### src/rtl/s386_resp_misr.sv
// Response compactor for the s386 core: folds qualified 7-bit output vectors
// into a 16-bit MISR over a fixed run length and compares against a golden signature.
module s386_resp_misr #(
    parameter int unsigned                DIN_WIDTH   = 7,
    parameter int unsigned                SIG_WIDTH   = 16,
    parameter logic [SIG_WIDTH-1:0]       POLY        = 16'h1021,
    parameter logic [SIG_WIDTH-1:0]       SEED        = 16'h0000,
    parameter int unsigned                NUM_VECTORS = 256,
    parameter logic [SIG_WIDTH-1:0]       GOLDEN      = 16'h0000
) (
    input  logic                 clk,
    input  logic                 rst_n,
    input  logic                 start,
    input  logic [DIN_WIDTH-1:0] din,
    input  logic                 din_valid,
    output logic                 busy,
    output logic                 done,
    output logic [SIG_WIDTH-1:0] sig,
    output logic                 pass,
    output logic [15:0]          vec_cnt
);

    typedef enum logic [1:0] {
        IDLE = 2'd0,
        RUN  = 2'd1,
        DONE = 2'd2
    } state_t;

    localparam logic [15:0] LAST_IDX = 16'(NUM_VECTORS - 1);

    state_t               state_q, state_d;
    logic [SIG_WIDTH-1:0] sig_q, sig_d;
    logic [15:0]          cnt_q, cnt_d;
    logic [SIG_WIDTH-1:0] misr_next;

    // Shift left, apply polynomial feedback on MSB, then fold din into the low bits
    always_comb begin
        misr_next = {sig_q[SIG_WIDTH-2:0], 1'b0};
        if (sig_q[SIG_WIDTH-1]) begin
            misr_next = misr_next ^ POLY;
        end
        misr_next = misr_next ^ SIG_WIDTH'(din);
    end

    always_ff @(posedge clk or negedge rst_n) begin
        if (!rst_n) begin
            state_q <= IDLE;
            sig_q   <= SEED;
            cnt_q   <= '0;
        end else begin
            state_q <= state_d;
            sig_q   <= sig_d;
            cnt_q   <= cnt_d;
        end
    end

    always_comb begin
        state_d = state_q;
        sig_d   = sig_q;
        cnt_d   = cnt_q;
        case (state_q)
            IDLE, DONE: begin
                if (start) begin
                    sig_d   = SEED;
                    cnt_d   = '0;
                    state_d = RUN;
                end
            end
            RUN: begin
                if (din_valid) begin
                    sig_d = misr_next;
                    cnt_d = cnt_q + 16'd1;
                    if (cnt_q == LAST_IDX) begin
                        state_d = DONE;
                    end
                end
            end
            default: state_d = IDLE;
        endcase
    end

    assign busy    = (state_q == RUN);
    assign done    = (state_q == DONE);
    assign sig     = sig_q;
    assign vec_cnt = cnt_q;
    assign pass    = (state_q == DONE) && (sig_q == GOLDEN);

endmodule
### config.mk
export PLATFORM = sky130hd
export DESIGN_NAME = s386_resp_misr
export DESIGN_NICKNAME = d
export VERILOG_FILES = /design/src/rtl/s386_resp_misr.sv
export SDC_FILE = /design/constraint.sdc
export NUM_CORES = 1
export LEC_CHECK = 0
export BUFFER_PORTS_ARGS = -buffer_cell sky130_fd_sc_hd__buf_2
export CAP_MARGIN = 20
export CORE_MARGIN = 2
export CORE_UTILIZATION = 51
export DETAILED_ROUTE_END_ITERATION = 7
export PLACE_DENSITY = 0.87
export SYNTH_ARGS = -nofsm -noshare
export SYNTH_HDL_FRONTEND = slang
export SYNTH_SLANG_ARGS = --single-unit
### constraint.sdc
create_clock -name clk -period 2 [get_ports clk]
set_input_delay 0.6 -clock clk [delete_from_list [all_inputs] [get_ports clk]]
set_output_delay 0.6 -clock clk [all_outputs]
set_load 0.1 [all_outputs]
==> results.cfg <==
[run]
timing.max_cap.violations = 0

[critical_path]
crit_arrival_ns = 1.76
cp.required_ns = 1.40
rrSetupSlack_ns = 0.19
path_cells = or4_4 -> nor3_4 -> buf_12
cpMaxStageDelayCell = or4_4
critPathTopFamily = simple AND/OR/NAND/NOR gates
critical_path_buf_inv_count = 1
critical_path_class = flop to primary output
max_stage_delay_ns = 0.55
path_max_fanout = 2
critPathCaptureType = primary output
crit_path_start_kind = flop

[clocking]
htree_num_levels = 2
cts_max_path_buffers = 2
cts_hold_buf = 0
cts_buffers = 5
insertion_delay_ns = 0.36
cts_sinks = 34
path_clk_slew_ns = 0.11
cts_tree = built
cts_root_buf = clkbuf_4
post_cts_buffers = 0

[timing]
finalSetupViolCount = 1
finalWorstSetupSlack_ns = -0.360
finalCriticalPeriod_ns = 2.36
relSlewSlack_pct = 59.3
fin_crit_sh_pct = 118
worst_clock_skew_ns = 0.0137
max_freq_mhz = 424
hold_viol_final = 0
drv_slew = 0
rsz0062_at_grt = yes
tightestPinTransition_ns = 0.595
tns_ns = -0.360

[placement]
postPlaceCellArea_sq_um = 2150
place_inst = 275
io_buffers = 45
place_hpwl_um = 3070
gp_congestion = 0.792

[die]
initial_core_util_pct = 54.3
die_area_sq_um = 3780
dieWidth_um = 61.5
pin_count = 46
num_rows = 20
core_area_sq_um = 3100
die_h_um = 61.5

[pwr]
irDropWorstVdd_mv = 1.10
cellLeakagePower_nw = 1.06
p_int_mw = 1.74
p_seq_share_pct = 28.9
power_switching_mw = 2.15
sw_frac_of_total_pct = 55.3
p_comb_share_pct = 53.9
power_density_nw_per_um2 = 1700
pwr-share-clk_pct = 17.2

[route]
firstDrtPassIters = 5
ant_nets = 0
routedWlPerCell_um = 15.3
drt_iter0_drc = 113
drc = 0
dr_total_vias = 1578
via_per_inst = 5.58
wl_um = 4340

[cells_and_area]
fin_nets = 250
area_growth_pct = 35.4
nFillCells = 233
instances_no_fill = 283
mostFrequentLayoutCell = buf_2
seq_area_sq_um = 888
multi_input_area_sq_um = 826
mostFrequentLayoutCells = buf_2, nand2_1, dfrtp_2
fin_util_pct = 73.5
design_area_sq_um = 2280
drive_above_1_share_pct = 43.5
n_antenna_cell = 0

[synthesis]
yosys_warnings = 0
ys_ff_latch = 34
ys_seq_area_share_pct = 50.5
syn_area_per_cell_sq_um = 9.47
postSynthCellCount = 178
synth_fp_nets = 190
syn-cell-area_sq_um = 1690
synth_cell_types = 34

[global_route]
first_global_vias = 1388
grt_pass1_wl_um = 6760
grt.total_usage_pct = 25.1
antenna_found_initial = 0
grt_max_degree = 24
overflow = 0

[status]
status = finished, violations left
violations = setup timing

[hold_path]
hold_class = primary input to async pin
cells by family (layout without fill, tap and decap cells):
family | count (synthesis) | in the layout | share of synthesized area (%)
flip-flops | 34 | 34 | 50.5
AND/OR/NAND/NOR | 84 | 84 | 26.1
XOR/XNOR | 17 | 17 | 8.83
adder cells (fa/ha/maj) | 1 | 1 | 0.742
AO/OA/AOI/OAI | 30 | 30 | 10.6
buffers and inverters | 11 | 72 | 2.60
multiplexers | 1 | 1 | 0.594
path summary, 6_finish.rpt:
check | from | cells past startpoint | end
max | sig[15]$_DFFE_PN0P_ | 3 | pass
min | rst_n | 1 | vec_cnt[0]$_DFFE_PN0P_
max reg2reg | vec_cnt[0]$_DFFE_PN0P_ | 5 | vec_cnt[12]$_DFFE_PN0P_
min reg2reg | sig[7]$_DFFE_PN0P_ | 2 | sig[8]$_DFFE_PN0P_
max in group asynchronous | rst_n | 2 | vec_cnt[9]$_DFFE_PN0P_
min in group clk | start | 2 | state_q[1]$_DFFE_PN0P_
registers in the layout (all words and copies together), names as in the netlist:
signal and count:
sig 16, vec_cnt 16, state_q 2
synthesized netlist by cell type:
| cell | n | area, sq um |
|---|---|---|
| nor3_1 | 3 | 15.0 |
| nor4_1 | 4 | 25.0 |
| or3_1 | 3 | 18.8 |
| clkbuf_1 | 5 | 18.8 |
| xor2_1 | 5 | 43.8 |
| a211oi_1 | 1 | 7.51 |
| a2111oi_0 | 2 | 17.5 |
| a211o_1 | 1 | 8.76 |
| a21oi_1 | 3 | 15.0 |
| nor4_2 | 1 | 12.5 |
| and4_1 | 1 | 8.76 |
| nand2b_4 | 1 | 13.8 |
| a2111o_1 | 1 | 11.3 |
| nand2_1 | 26 | 97.6 |
| or4b_2 | 1 | 10.0 |
| nand2b_1 | 2 | 12.5 |
| o21ai_0 | 19 | 95.1 |
| nor2_1 | 12 | 45.0 |
| nand3_1 | 19 | 95.1 |
| nor2b_1 | 2 | 12.5 |
| xnor2_1 | 12 | 105 |
| buf_1 | 1 | 3.75 |
| or4_1 | 1 | 7.51 |
| dfrtp_1 | 34 | 851 |
| buf_2 | 2 | 10.0 |
| a41o_1 | 1 | 10.0 |
| nand4_1 | 6 | 37.5 |
| mux2i_1 | 1 | 10.0 |
| nand3b_4 | 1 | 20.0 |
| ha_1 | 1 | 12.5 |
| and3b_1 | 1 | 8.76 |
| inv_1 | 3 | 11.3 |
| a21o_1 | 1 | 7.51 |
| a31oi_1 | 1 | 6.26 |
through the flow:
| step | power, mW | hold WS, ns | setup slack, ns |
|---|---|---|---|
| final | 3.88 | 0.194 | -0.360 |
| after global routing | 4.04 | 0.209 | -0.413 |
| after CTS | 3.88 | 0.195 | -0.374 |
| after detailed placement | 3.20 | 0.523 | -0.0214 |
| after global placement | 3.16 | 0.495 | -0.00491 |
| after floorplan | 2.77 | 0.304 | -0.600 |
routing by layer:
metal	wire [um]	vias to the layer above	track usage [%]
met5	0	-	0
li1	-	750	-
met1	1810	759	34.7
met4	54	0	7.90
met2	2200	61	38.9
met3	284	8	6.30
cell type report:
cell class / count / share of cell area (%)
sequential: 34 / 38.9
multi-input combinational: 133 / 36.2
clock inverter: 2 / 2.63
inverter: 3 / 0.493
timing repair buffer: 61 / 17.1
tap: 44 / 2.41
clock buffer: 6 / 2.25
power groups by stage:
stage          clock [mW]  combinational [mW]  sequential, mW
6_report            0.668                2.09            1.12
5_1_grt             0.704                2.18            1.15
4_1_cts             0.672                2.09            1.11
3_5_place_dp            0                2.08            1.12
3_3_place_gp            0                2.06            1.11
2_1_floorplan           0               0.387            2.38
what timing repair did:
item	in CTS	in global routing
pin swaps	2	1
endpoints found under the setup margin	2	2
hold endpoints to repair	0	0
gates resized for setup	2	3
Power figures use the tool's default switching activity.
